## src/rtl/gpio_bank_ctrl_if.sv

```systemverilog
// Native CPU memory bus used to reach the GPIO bank register file.
interface gpio_bank_ctrl_if;
  logic        mem_valid;
  logic [7:0]  mem_addr;
  logic [3:0]  mem_wstrb;
  logic [31:0] mem_wdata;
  logic [31:0] mem_rdata;
  logic        mem_ready;

  modport master (output mem_valid, mem_addr, mem_wstrb, mem_wdata,
                  input  mem_rdata, mem_ready);
  modport slave  (input  mem_valid, mem_addr, mem_wstrb, mem_wdata,
                  output mem_rdata, mem_ready);
endinterface

```

## src/rtl/gpio_bank_ctrl.sv

```systemverilog
// Parametrised GPIO bank: register file, input synchroniser, per-pin debounce,
// atomic set/clear/toggle and edge-triggered level interrupt.
module gpio_bank_ctrl #(
  parameter int NUM_PINS    = 16,
  parameter int SYNC_STAGES = 2,
  parameter int DBNC_W      = 8
) (
  input  logic                clk_i,
  input  logic                rst_i,
  gpio_bank_ctrl_if.slave     mem,
  input  logic [NUM_PINS-1:0] gpio_in_i,
  output logic [NUM_PINS-1:0] gpio_out_o,
  output logic [NUM_PINS-1:0] gpio_outenb_o,
  output logic [NUM_PINS-1:0] gpio_pullupb_o,
  output logic [NUM_PINS-1:0] gpio_pulldownb_o,
  output logic                irq_o
);
  typedef enum logic [3:0] {
    SEL_OUT, SEL_OUTENB, SEL_PULLUPB, SEL_PULLDOWNB, SEL_IN,
    SEL_SET, SEL_CLR, SEL_TGL, SEL_IRQ_EN, SEL_IRQ_RISE,
    SEL_IRQ_FALL, SEL_IRQ_PEND, SEL_DBNC, SEL_NONE
  } sel_e;

  function automatic sel_e decode(input logic [7:0] addr);
    casez (addr)
      8'b0000_00??: decode = SEL_OUT;
      8'b0000_01??: decode = SEL_OUTENB;
      8'b0000_10??: decode = SEL_PULLUPB;
      8'b0000_11??: decode = SEL_PULLDOWNB;
      8'b0001_00??: decode = SEL_IN;
      8'b0001_01??: decode = SEL_SET;
      8'b0001_10??: decode = SEL_CLR;
      8'b0001_11??: decode = SEL_TGL;
      8'b0010_00??: decode = SEL_IRQ_EN;
      8'b0010_01??: decode = SEL_IRQ_RISE;
      8'b0010_10??: decode = SEL_IRQ_FALL;
      8'b0010_11??: decode = SEL_IRQ_PEND;
      8'b0011_00??: decode = SEL_DBNC;
      default:      decode = SEL_NONE;
    endcase
  endfunction

  logic [NUM_PINS-1:0] out_q, outenb_q, pullupb_q, pulldownb_q;
  logic [NUM_PINS-1:0] irq_en_q, irq_rise_q, irq_fall_q, irq_pend_q;
  logic [DBNC_W-1:0]   dbnc_q, dbnc_wr;
  logic [NUM_PINS-1:0] stable_q, synced, differ, accept, rise, fall;
  logic [NUM_PINS-1:0] sync_q [SYNC_STAGES];
  logic [DBNC_W-1:0]   cnt_q  [NUM_PINS];
  logic [NUM_PINS-1:0] bmask, wdat, pend_set, pend_clr;
  logic [31:0]         rd_val, rdata_q;
  logic                ready_q, req, wr_en;
  sel_e                sel;

  assign sel   = decode(mem.mem_addr);
  assign req   = mem.mem_valid & ~ready_q;
  // Master holds the request through the ready cycle, so commit writes then.
  assign wr_en = ready_q & mem.mem_valid & (|mem.mem_wstrb);

  always_comb begin
    bmask   = '0;
    wdat    = '0;
    dbnc_wr = dbnc_q;
    for (int i = 0; i < NUM_PINS; i++) begin
      bmask[i] = mem.mem_wstrb[i/8];
      wdat[i]  = mem.mem_wdata[i] & mem.mem_wstrb[i/8];
    end
    for (int i = 0; i < DBNC_W; i++)
      if (mem.mem_wstrb[i/8]) dbnc_wr[i] = mem.mem_wdata[i];
  end

  always_comb begin
    rd_val = '0;
    case (sel)
      SEL_OUT:       rd_val[NUM_PINS-1:0] = out_q;
      SEL_OUTENB:    rd_val[NUM_PINS-1:0] = outenb_q;
      SEL_PULLUPB:   rd_val[NUM_PINS-1:0] = pullupb_q;
      SEL_PULLDOWNB: rd_val[NUM_PINS-1:0] = pulldownb_q;
      SEL_IN:        rd_val[NUM_PINS-1:0] = stable_q;
      SEL_IRQ_EN:    rd_val[NUM_PINS-1:0] = irq_en_q;
      SEL_IRQ_RISE:  rd_val[NUM_PINS-1:0] = irq_rise_q;
      SEL_IRQ_FALL:  rd_val[NUM_PINS-1:0] = irq_fall_q;
      SEL_IRQ_PEND:  rd_val[NUM_PINS-1:0] = irq_pend_q;
      SEL_DBNC:      rd_val[DBNC_W-1:0]   = dbnc_q;
      default:       rd_val = '0;
    endcase
  end

  always_ff @(posedge clk_i) begin
    if (rst_i) begin
      ready_q <= 1'b0;
      rdata_q <= '0;
    end else begin
      ready_q <= req;
      rdata_q <= req ? rd_val : '0;
    end
  end

  // Synchroniser chain and debounce; a pin is accepted after DBNC+1 differing cycles.
  assign synced = sync_q[SYNC_STAGES-1];

  always_comb begin
    differ = synced ^ stable_q;
    accept = '0;
    for (int i = 0; i < NUM_PINS; i++)
      accept[i] = differ[i] && (cnt_q[i] >= dbnc_q);
  end

  assign rise     = accept & synced;
  assign fall     = accept & ~synced;
  assign pend_set = (rise & irq_rise_q) | (fall & irq_fall_q);
  assign pend_clr = (wr_en && sel == SEL_IRQ_PEND) ? wdat : '0;

  always_ff @(posedge clk_i) begin
    if (rst_i) begin
      for (int s = 0; s < SYNC_STAGES; s++) sync_q[s] <= '0;
      for (int i = 0; i < NUM_PINS; i++) cnt_q[i] <= '0;
      stable_q <= '0;
    end else begin
      sync_q[0] <= gpio_in_i;
      for (int s = 1; s < SYNC_STAGES; s++) sync_q[s] <= sync_q[s-1];
      for (int i = 0; i < NUM_PINS; i++)
        cnt_q[i] <= (!differ[i] || accept[i]) ? '0 : cnt_q[i] + 1'b1;
      stable_q <= stable_q ^ accept;
    end
  end

  always_ff @(posedge clk_i) begin
    if (rst_i) begin
      out_q       <= '0;
      outenb_q    <= '1;
      pullupb_q   <= '1;
      pulldownb_q <= '1;
      irq_en_q    <= '0;
      irq_rise_q  <= '0;
      irq_fall_q  <= '0;
      irq_pend_q  <= '0;
      dbnc_q      <= '0;
    end else begin
      if (wr_en) begin
        case (sel)
          SEL_OUT:       out_q       <= (out_q & ~bmask) | wdat;
          SEL_OUTENB:    outenb_q    <= (outenb_q & ~bmask) | wdat;
          SEL_PULLUPB:   pullupb_q   <= (pullupb_q & ~bmask) | wdat;
          SEL_PULLDOWNB: pulldownb_q <= (pulldownb_q & ~bmask) | wdat;
          SEL_SET:       out_q       <= out_q | wdat;
          SEL_CLR:       out_q       <= out_q & ~wdat;
          SEL_TGL:       out_q       <= out_q ^ wdat;
          SEL_IRQ_EN:    irq_en_q    <= (irq_en_q & ~bmask) | wdat;
          SEL_IRQ_RISE:  irq_rise_q  <= (irq_rise_q & ~bmask) | wdat;
          SEL_IRQ_FALL:  irq_fall_q  <= (irq_fall_q & ~bmask) | wdat;
          SEL_DBNC:      dbnc_q      <= dbnc_wr;
          default:       ;
        endcase
      end
      // A new edge outranks a simultaneous write-one-to-clear.
      irq_pend_q <= (irq_pend_q & ~pend_clr) | pend_set;
    end
  end

  assign mem.mem_ready    = ready_q;
  assign mem.mem_rdata    = rdata_q;
  assign gpio_out_o       = out_q;
  assign gpio_outenb_o    = outenb_q;
  assign gpio_pullupb_o   = pullupb_q;
  assign gpio_pulldownb_o = pulldownb_q;
  assign irq_o            = |(irq_pend_q & irq_en_q);
endmodule
```

## src/flat_wrapper.sv

```systemverilog
// flat-port wrapper written by rule: the top's interface ports become plain ports
module gpio_bank_ctrl_flat 
#(
  parameter int NUM_PINS    = 16,
  parameter int SYNC_STAGES = 2,
  parameter int DBNC_W      = 8
)
  (clk_i, rst_i, gpio_in_i, gpio_out_o, gpio_outenb_o, gpio_pullupb_o, gpio_pulldownb_o, irq_o, mem_mem_valid, mem_mem_addr, mem_mem_wstrb, mem_mem_wdata, mem_mem_rdata, mem_mem_ready);
  gpio_bank_ctrl_if mem_i ();
  input  logic clk_i;
  input  logic rst_i;
  input  logic [NUM_PINS-1:0] gpio_in_i;
  output logic [NUM_PINS-1:0] gpio_out_o;
  output logic [NUM_PINS-1:0] gpio_outenb_o;
  output logic [NUM_PINS-1:0] gpio_pullupb_o;
  output logic [NUM_PINS-1:0] gpio_pulldownb_o;
  output logic irq_o;
  input wire logic [$bits(mem_i.mem_valid)-1:0] mem_mem_valid;
  input wire logic [$bits(mem_i.mem_addr)-1:0] mem_mem_addr;
  input wire logic [$bits(mem_i.mem_wstrb)-1:0] mem_mem_wstrb;
  input wire logic [$bits(mem_i.mem_wdata)-1:0] mem_mem_wdata;
  output wire logic [$bits(mem_i.mem_rdata)-1:0] mem_mem_rdata;
  output wire logic [$bits(mem_i.mem_ready)-1:0] mem_mem_ready;
  assign mem_i.mem_valid = mem_mem_valid;
  assign mem_i.mem_addr = mem_mem_addr;
  assign mem_i.mem_wstrb = mem_mem_wstrb;
  assign mem_i.mem_wdata = mem_mem_wdata;
  assign mem_mem_rdata = mem_i.mem_rdata;
  assign mem_mem_ready = mem_i.mem_ready;
  gpio_bank_ctrl #(.NUM_PINS(NUM_PINS), .SYNC_STAGES(SYNC_STAGES), .DBNC_W(DBNC_W)) u_core (.clk_i(clk_i), .rst_i(rst_i), .mem(mem_i), .gpio_in_i(gpio_in_i), .gpio_out_o(gpio_out_o), .gpio_outenb_o(gpio_outenb_o), .gpio_pullupb_o(gpio_pullupb_o), .gpio_pulldownb_o(gpio_pulldownb_o), .irq_o(irq_o));
endmodule
```

## config.mk

```make
export PLATFORM = sky130hd
export DESIGN_NAME = gpio_bank_ctrl_flat
export DESIGN_NICKNAME = d
export VERILOG_FILES = /design/src/rtl/gpio_bank_ctrl_if.sv /design/src/rtl/gpio_bank_ctrl.sv /design/src/flat_wrapper.sv
export SDC_FILE = /design/constraint.sdc
export NUM_CORES = 1
export LEC_CHECK = 0
export ABC_AREA = 1
export BUFFER_PORTS_ARGS = -buffer_cell sky130_fd_sc_hd__buf_2
export CAP_MARGIN = 20
export CORE_ASPECT_RATIO = 0.7
export CORE_UTILIZATION = 55
export DETAILED_ROUTE_END_ITERATION = 10
export GPL_TIMING_DRIVEN = 0
export PLACE_DENSITY = 0.82
export SYNTH_ARGS = -nofsm -noshare
export SYNTH_HDL_FRONTEND = slang
export SYNTH_SLANG_ARGS = --single-unit
```

## constraint.sdc

```tcl
create_clock -name clk_i -period 1.6 [get_ports clk_i]
set_input_delay 0.24 -clock clk_i [delete_from_list [all_inputs] [get_ports clk_i]]
set_output_delay 0.24 -clock clk_i [all_outputs]
set_load 0.05 [all_outputs]
```

# Word level (Yosys, flattened, before mapping)
# Memories as Yosys holds them, arrays and structs flattened.
# Cells that the tools add are included.
# classes
n_lt_le_gt_ge,16
multipliers,0
bitwise_logic,70
add_sub_neg,16
n_reduce_logical,63
shifts,0
div_mod_pow,0
mux,42
eq_ne,24
# ops
cell,n
2-to-1 mux 8 bit,32
bitwise AND 16 bit,14
OR 16 bit,10
adder 8 x 1 -> 8 bit (second input constant),16
greater-or-equal comparator 8 bit,16
one-hot mux 8 bit (10 select lines),1
one-hot mux 8 bit (9 select lines),1
inverter 16 bit,4
one-hot mux 16 bit (4 select lines),1
one-hot mux 4 bit (13 select lines),1
2-to-1 mux 16 bit,3
bitwise XOR 16 bit,3
equality test 6 x 4 -> 1 bit (second input constant),5
equality test 6 x 3 -> 1 bit (second input constant),4
equality test 4 bit (second input constant),5
bitwise AND 1 bit,19
OR 1 bit,18
logical AND 1 bit,17
equality test 4 x 3 -> 1 bit (second input constant),4
logical NOT 1 bit,16
logical OR 1 bit,16
OR reduction 16 bit,1
AND reduction 2 bit,7
equality test 6 x 2 -> 1 bit (second input constant),2
other kinds (11),15
# totals
out_inout_bits,98
register_bits,185
mem_count,2
rom_bits,0
in_bits,63
mem_bits_rw,160
latch_bits,0
elab_cells,246
# memory_table
name,depth,width,read_ports,rd_clocked_by_memory_dff,wr,line_no,text
u_core.cnt_q,16,8,16,0,16,gpio_bank_ctrl.sv:48,logic [DBNC_W-1:0] cnt_q [NUM_PINS];
u_core.sync_q,2,16,2,0,2,gpio_bank_ctrl.sv:47,logic [NUM_PINS-1:0] sync_q [SYNC_STAGES];

# Logic depth before layout (Yosys ltp)
# Gate-level depths: netlist of run 1.
# logic_depth
word_depth,8
ltp_mapped,12
mapped_depth_nobuf,12

# Worst setup path before layout of run 1
# OpenSTA, ideal clock, no wires.
# synth_timing
path_type,reg2reg
start,register u_core.ready_q (netlist: u_core.mem.mem_ready)
end,register with a tool-made name
path_slack_ns,-0.153
arrival_time_ns,1.615
setup_time_ns,0.138
t_required_ns,1.462
stages_incl_launch_ff,9
cell_sequence,dfxtp_1 > nand2_1 > inv_1 > nand2_2 > nor2_4 > nand2_2 > buf_2 > nand2_1 > o211ai_1
# synth_rtl
item,line_no,text
"start, declared",gpio_bank_ctrl.sv:51,"logic ready_q, req, wr_en;"
"start signal, assigned",gpio_bank_ctrl.sv:93,ready_q <= req;

==> results.py, run 1 <==
metrics = {
    "clock_network": {
        "tritoncts": "built",
        "clk-insertion-delay-late_ns": 0.54,
        "tritoncts_num_sinks": 329,
        "clock_tree.buffer_depth": 3,
        "numCtsBuffers": 34,
        "cts.clk_slew.worst_paths_ns": 0.07,
        "ctsRootBufferMaster": "sky130_fd_sc_hd__clkbuf_16",
        "cts_htree_levels": 2,
    },
    "yosys": {
        "yosys.cell_count.top_type": "sky130_fd_sc_hd__nand2_1",
        "yosys_register_bits": 329,
        "asyncSetResetFlopFracSynth": 0,
        "syn-mean-instance-area_sq_um": 6.85,
        "synth.area.top_cells": "sky130_fd_sc_hd__dfxtp_1 37%, sky130_fd_sc_hd__nand2_1 14%, sky130_fd_sc_hd__ha_1 11%",
        "synth-seq-area-share": 0.367,
        "yosys_warning_total": 0,
        "synth_enable_flop_cells": 0,
        "synth_commonest_cells": "662 x sky130_fd_sc_hd__nand2_1, 421 x sky130_fd_sc_hd__nor2_1, 351 x sky130_fd_sc_hd__inv_1, 329 x sky130_fd_sc_hd__dfxtp_1, 160 x sky130_fd_sc_hd__ha_1",
        "synth_largest_type_area_fraction": 0.367,
        "post_synth_inst_count": 2622,
        "synth.lib_cells_used.distinct": 35,
        "synth.cell_area_sq_um": 17900,
        "synth_top_area_cell": "sky130_fd_sc_hd__dfxtp_1",
        "ys_dominant_reg_cell": "sky130_fd_sc_hd__dfxtp_1",
    },
    "worst_setup_path": {
        "critical-path-top-delay-family": "buffers and inverters",
        "critPathSlowestCell": "sky130_fd_sc_hd__a21oi_1",
        "critical_path.max_stage_delay_ns": 0.42,
        "cp-start-kind": "flop",
        "critical_path_required_ns": 2.01,
        "worst_setup_startpoint": "u_core.dbnc_q[7]",
        "rr_startpoint": "u_core.dbnc_q[7]",
        "critical_path.reg2reg.endpoint": "u_core.cnt_q[2][3]",
        "setup.worst_path.class": "flop to flop",
        "reg2reg_path_depth": 9,
        "worstPathCellList": "clkinvlp_4 -> buf_16 -> ha_4 -> nand2_4 -> a21oi_1 -> nor2_2 -> nand4_1 -> buf_6 -> nor3_4",
        "critical_path_peak_fanout": 8,
        "crit_path_end_kind": "flop",
        "reg2reg_setup_slack_ns": -0.59,
        "worst-endpoint-arrival_ns": 2.60,
        "critPathCapture": "u_core.cnt_q[2][3]",
        "worst-path-buf-inv": 3,
        "critical_path_cell_count": 9,
    },
    "drt": {
        "drt_wl_total_microns": 67400,
        "avgRoutedWirePerCell_microns": 20.2,
        "initialDrtViolationCount": 2712,
        "drc": 0,
        "first_pass_iters": 8,
        "num_vias": 19974,
        "ant_nets": 0,
        "drt-vias-per-instance": 5.97,
    },
    "timing": {
        "worst_clock_skew_ns": 0.0173,
        "final_hold_viol_count": 0,
        "worst_margin_slew_ns": 0.864,
        "report.final.slew_viol_count": 0,
        "timing.fmax_ghz": 0.457,
        "setup-tns-final_ns": -55.41,
        "grt_setup_unrepaired": "yes",
        "worst_slew_margin_rel": 0.424,
        "final_period_minus_worst_setup_slack_ns": 2.19,
        "worst_slack_ns": -0.588,
        "share_of_the_clock_period_used_by_the_worst_path": 1.37,
        "finalSetupViolCount": 171,
    },
    "floorplan": {
        "floorplan.io_pins": 161,
        "die_height_microns": 153,
        "design.die.area_sq_um": 33400,
        "placeableCoreArea_sq_um": 31600,
        "die_x_microns": 218,
        "floorplan.rows": 54,
        "initial_util": 0.568,
    },
    "placed_design": {
        "routabilityCongestion": 0.966,
        "placement.io_buffers": 123,
        "placedCellCount": 3181,
        "dp_hpwl_microns": 40700,
        "pre_cts_ws_ns": -0.908,
    },
    "grt": {
        "gr-usage-met1": 0.479,
        "grt_pass1_vias": 18666,
        "maximum_number_of_pins_on_one_net_before_global_route_repair": 17,
        "grt_pass1_wl_microns": 96200,
        "grt_util_met2": 0.574,
        "globalRoute.busiestLayer": "met2",
        "grt.met3_usage": 0.0858,
        "initial_antenna_violation_count": 0,
        "overflow_left_after_global_routing": 0,
        "grtUsageTotal": 0.363,
    },
    "cells_and_area": {
        "finalNetCount": 3124,
        "drive_gt1_frac": 0.254,
        "final.fill_count": 2159,
        "multi_input_area_sq_um": 11900,
        "finalNonFillerCells": 3344,
        "areaGrowthSynthToFinish_pct": 32.7,
        "antennaDiodeCount": 0,
        "footprint_of_the_flip_flops_and_latches_sq_um": 6620,
    },
    "power_and_ir_drop": {
        "power_density_nw_per_um2": 746,
        "vdd.ir_drop.worst_uv": 816,
        "cellLeakagePower_uw": 0.0109,
        "power.total_uw": 17800,
    },
    "flow_run": {
        "cap_violations": 0,
    },
    "min_path": {
        "worst_hold_path_type": "input pin to flop",
        "hold_path.startpoint": "mem_mem_wdata[4]",
    },
    "run_status": {
        "violations": "setup timing",
        "outcome": "finished with violations",
    },
}
[where the power goes]
group          total (uW)  internal (uW)  switching [uW]
registers            8290           8240            50.9
logic                1040            268             771
clock network        8440           4900            3540
total               17800          13400            4360
[metrics by stage]
stage	area, sq um	util	hold WS (ns)
5_1_grt	23800	0.753	0.0478
6_report	23800	0.753	0.0385
3_3_place_gp	19100	0.606	0.401
4_1_cts	22600	0.713	0.0168
2_1_floorplan	18000	-	0.347
3_5_place_dp	19200	0.606	0.400
[what timing repair did]
action	CTS	global route
hold buffers	16	0
cloned	4	1
setup buffers	56	31
setup endpoints to repair	259	243
endpoints found under the hold margin	16	0
resized for setup	266	275
pin swaps	109	118
[cells by family after synthesis]
logic type	after synthesis	synth area share
compound gates	267	0.0802
simple gates	1380	0.321
buf+inv	439	0.0977
other cells	1	0.000209
xor+xnor	46	0.0224
fa+ha+maj	160	0.112
flops	329	0.367
[how the worst min path moves through the flow]
stage / endpoint / cells past startpoint
after floorplan: u_core.sync_q[0][0] / 2
final: u_core.dbnc_q[4] / 3
after global routing: flop / 3
after detailed placement: u_core.sync_q[0][18] / 2
after CTS: u_core.dbnc_q[7] / 3
after global placement: u_core.sync_q[0][16] / 2
[cells in the final DEF (no fill, tap or decap), types with 14 or more instances in the layout]
cell type and n:
sky130_fd_sc_hd__nor3_2 32, sky130_fd_sc_hd__ha_4 71, sky130_fd_sc_hd__o21ai_0 83, sky130_fd_sc_hd__nand2_2 92
sky130_fd_sc_hd__nor2_1 321, sky130_fd_sc_hd__dlygate4sd3_1 16, sky130_fd_sc_hd__nand2_4 14, sky130_fd_sc_hd__nor2_4 40
sky130_fd_sc_hd__buf_12 14, sky130_fd_sc_hd__ha_1 89, sky130_fd_sc_hd__nand3_1 109, sky130_fd_sc_hd__a21o_1 16
sky130_fd_sc_hd__nand4_1 98, sky130_fd_sc_hd__inv_1 332, sky130_fd_sc_hd__nand2_1 560, sky130_fd_sc_hd__nor2_2 69
sky130_fd_sc_hd__buf_6 30, sky130_fd_sc_hd__a21oi_2 35, sky130_fd_sc_hd__a21oi_1 97, sky130_fd_sc_hd__inv_2 21
sky130_fd_sc_hd__conb_1 16, sky130_fd_sc_hd__clkbuf_1 34, sky130_fd_sc_hd__buf_2 134, sky130_fd_sc_hd__dfxtp_1 314
sky130_fd_sc_hd__xor2_1 37, sky130_fd_sc_hd__o211ai_1 19, sky130_fd_sc_hd__clkbuf_16 38, sky130_fd_sc_hd__buf_4 64
[worst register-to-register path, stage by stage, from the launching register on]
cell and delay [ns]:
sky130_fd_sc_hd__dfxtp_4 0.37, sky130_fd_sc_hd__clkinvlp_4 0.16, sky130_fd_sc_hd__buf_16 0.22, sky130_fd_sc_hd__ha_4 0.32
sky130_fd_sc_hd__nand2_4 0.07, sky130_fd_sc_hd__a21oi_1 0.43, sky130_fd_sc_hd__nor2_2 0.15, sky130_fd_sc_hd__nand4_1 0.13
sky130_fd_sc_hd__buf_6 0.18, sky130_fd_sc_hd__nor3_4 0.05
[final cells by class]
| cell class | count | area share |
|---|---|---|
| buffer | 78 | 0.0179 |
| clock inverter | 7 | 0.00368 |
| clock buffer | 52 | 0.0446 |
| multi-input combinational | 1869 | 0.498 |
| tap | 420 | 0.0221 |
| inverter | 361 | 0.0581 |
| sequential | 329 | 0.278 |
| timing repair buffer | 228 | 0.0772 |
[per-layer routing]
layer / part of all wire / vias to the layer above
met1: 0.38 / 9341
met2: 0.45 / 1374
li1: - / 8912
met3: 0.12 / 347
met5: 0 / -
met4: 0.049 / 0
(Power assumes the default switching activity.)
==> run 2, diff against run 1 <==
CORE_UTILIZATION = 25   (was 55)
PLACE_DENSITY = 0.46   (was 0.82)
==> results.py, run 2 (same netlist as run 1, synthesis figures left out) <==
metrics = {
    "run_status": {
        "outcome": "finished with violations",
        "violations": "setup timing",
    },
    "clock_network": {
        "cts.clk_slew.worst_paths_ns": 0.07,
        "ctsRootBufferMaster": "sky130_fd_sc_hd__clkbuf_16",
        "cts_htree_levels": 2,
        "numCtsBuffers": 36,
        "clock_tree.buffer_depth": 3,
        "tritoncts": "built",
        "tritoncts_num_sinks": 329,
        "clk-insertion-delay-late_ns": 0.56,
    },
    "cells_and_area": {
        "multi_input_area_sq_um": 12100,
        "drive_gt1_frac": 0.254,
        "final_cell_mix": "567 x sky130_fd_sc_hd__nand2_1, 331 x sky130_fd_sc_hd__inv_1, 327 x sky130_fd_sc_hd__nor2_1",
        "finalNonFillerCells": 3869,
        "post_layout_instance_area_sq_um": 24700,
        "layout.cells.most_common": "sky130_fd_sc_hd__nand2_1",
        "footprint_of_the_flip_flops_and_latches_sq_um": 6610,
        "finalNetCount": 3109,
        "areaGrowthSynthToFinish_pct": 37.4,
        "final.fill_count": 7496,
    },
    "grt": {
        "grt_pass1_vias": 15930,
        "maximum_number_of_pins_on_one_net_before_global_route_repair": 17,
        "grt_pass1_wl_microns": 95400,
        "initial_antenna_violation_count": 7,
        "overflow_left_after_global_routing": 0,
        "grtUsageTotal": 0.172,
    },
    "min_path": {
        "hold_path.startpoint": "mem_mem_wdata[10]",
        "worst_hold_path_type": "input pin to flop",
    },
    "timing": {
        "final_period_minus_worst_setup_slack_ns": 2.01,
        "hold_ws_ns": 0.0126,
        "share_of_the_clock_period_used_by_the_worst_path": 1.25,
        "timing.fmax_ghz": 0.499,
        "finalSetupViolCount": 163,
        "worst_slew_margin_rel": 0.416,
        "final_hold_viol_count": 0,
        "worst_margin_slew_ns": 0.876,
        "grt_setup_unrepaired": "yes",
        "report.final.slew_viol_count": 0,
        "worst_slack_ns": -0.405,
        "worst_clock_skew_ns": 0.0211,
    },
    "floorplan": {
        "floorplan.rows": 81,
        "design.die.area_sq_um": 72900,
        "initial_util": 0.255,
        "placeableCoreArea_sq_um": 70400,
        "die_height_microns": 226,
        "die_x_microns": 322,
        "floorplan.io_pins": 161,
    },
    "power_and_ir_drop": {
        "power_density_nw_per_um2": 732,
        "cellLeakagePower_uw": 0.0109,
        "vdd.ir_drop.worst_uv": 576,
    },
    "worst_setup_path": {
        "critical-path-top-delay-family": "simple AND/OR/NAND/NOR gates",
        "setup.worst_path.class": "flop to output port",
        "rr_startpoint": "u_core.dbnc_q[4]",
        "critical_path_peak_fanout": 3,
        "critPathSlowestCell": "sky130_fd_sc_hd__dfxtp_1",
        "reg2reg_setup_slack_ns": -0.27,
        "critical_path_required_ns": 1.36,
        "worstPathCellList": "a22o_1 -> nor3_4 -> nand3_2 -> buf_6",
        "worst_setup_startpoint": "u_core.irq_pend_q[4]",
        "worst-endpoint-arrival_ns": 1.77,
        "cp-start-kind": "flop",
        "worst-path-buf-inv": 1,
        "crit_path_end_kind": "output port",
        "critical_path.max_stage_delay_ns": 0.35,
    },
    "drt": {
        "ant_nets": 0,
        "drc": 0,
        "avgRoutedWirePerCell_microns": 16.6,
        "num_vias": 17439,
        "first_pass_iters": 5,
        "drt_wl_total_microns": 64000,
        "drt-vias-per-instance": 4.51,
        "initialDrtViolationCount": 1259,
    },
    "placed_design": {
        "placedCellCount": 3720,
        "placed_cell_areas_sq_um": 20000,
        "dp_hpwl_microns": 46700,
        "placement.io_buffers": 123,
        "routabilityCongestion": 0.881,
    },
    "flow_run": {
        "cap_violations": 0,
    },
}
run 2: cell count changes in the layout (fill, tap and decap cells not counted), sizes merged:
cell | before | now
clkinv | 4 | 11
diode | 0 | 2
clkinvlp | 8 | 7
inv | 354 | 356
dlygate4sd3 | 16 | 19
nand2 | 666 | 667
clkbuf | 90 | 91
buf | 252 | 228
run 2: path summary, 6_finish.rpt:
path                          end  cells after the start
max                         irq_o                      4
min                          flop                      3
max reg2reg    u_core.cnt_q[4][5]                     10
min reg2reg  u_core.sync_q[0][20]                      2
run 2: timing repair:
item / 4_1_cts / 5_1_grt
hold buffers: 19 / 0
gates cloned: 4 / 2
endpoints found under the hold margin: 21 / 0
setup endpoints to repair: 311 / 246
pin swaps: 136 / 120
buffers inserted: 47 / 12
gates resized for setup: 295 / 255
run 2: tightest hold or removal path: stages:
cell	delay [ns]
sky130_fd_sc_hd__buf_2	0.13
sky130_fd_sc_hd__o21ai_0	0.09
sky130_fd_sc_hd__nor2_1	0.07
run 2: power breakdown:
group	leakage [uW]	internal [uW]	switching [uW]
logic	0.00759	277	774
clock network	0.000600	4950	3760
registers	0.00267	8240	47.1
total	0.0109	13500	4580
run 2: routing by layer:
layer / share of wire / global-route usage / up-vias
li1: - / - / 8897
met1: 0.52 / 0.265 / 8066
met2: 0.40 / 0.245 / 375
met3: 0.061 / 0.0302 / 91
met4: 0.018 / 0.0332 / 10
met5: 0.00080 / 0 / -
run 2: area by class of cell:
cell class,instances,share of cell area
antenna,2,0.000203
timing repair buffer,210,0.0691
clock inverter,15,0.00553
buffer,78,0.0175
tap,954,0.0484
sequential,329,0.268
inverter,361,0.0564
multi-input combinational,1870,0.492
clock buffer,50,0.0428
run 2: per-stage QoR:
stage	total power, uW	setup TNS, ns	util	setup slack (ns)
global placement	9430	-296.59	0.281	-1.34
detailed placement	9430	-281.08	0.284	-1.30
floorplan	9050	-4.64	-	-0.0849
finish	18000	-32.24	0.350	-0.405
CTS	18200	-27.32	0.333	-0.405
global route	18700	-43.34	0.350	-0.426
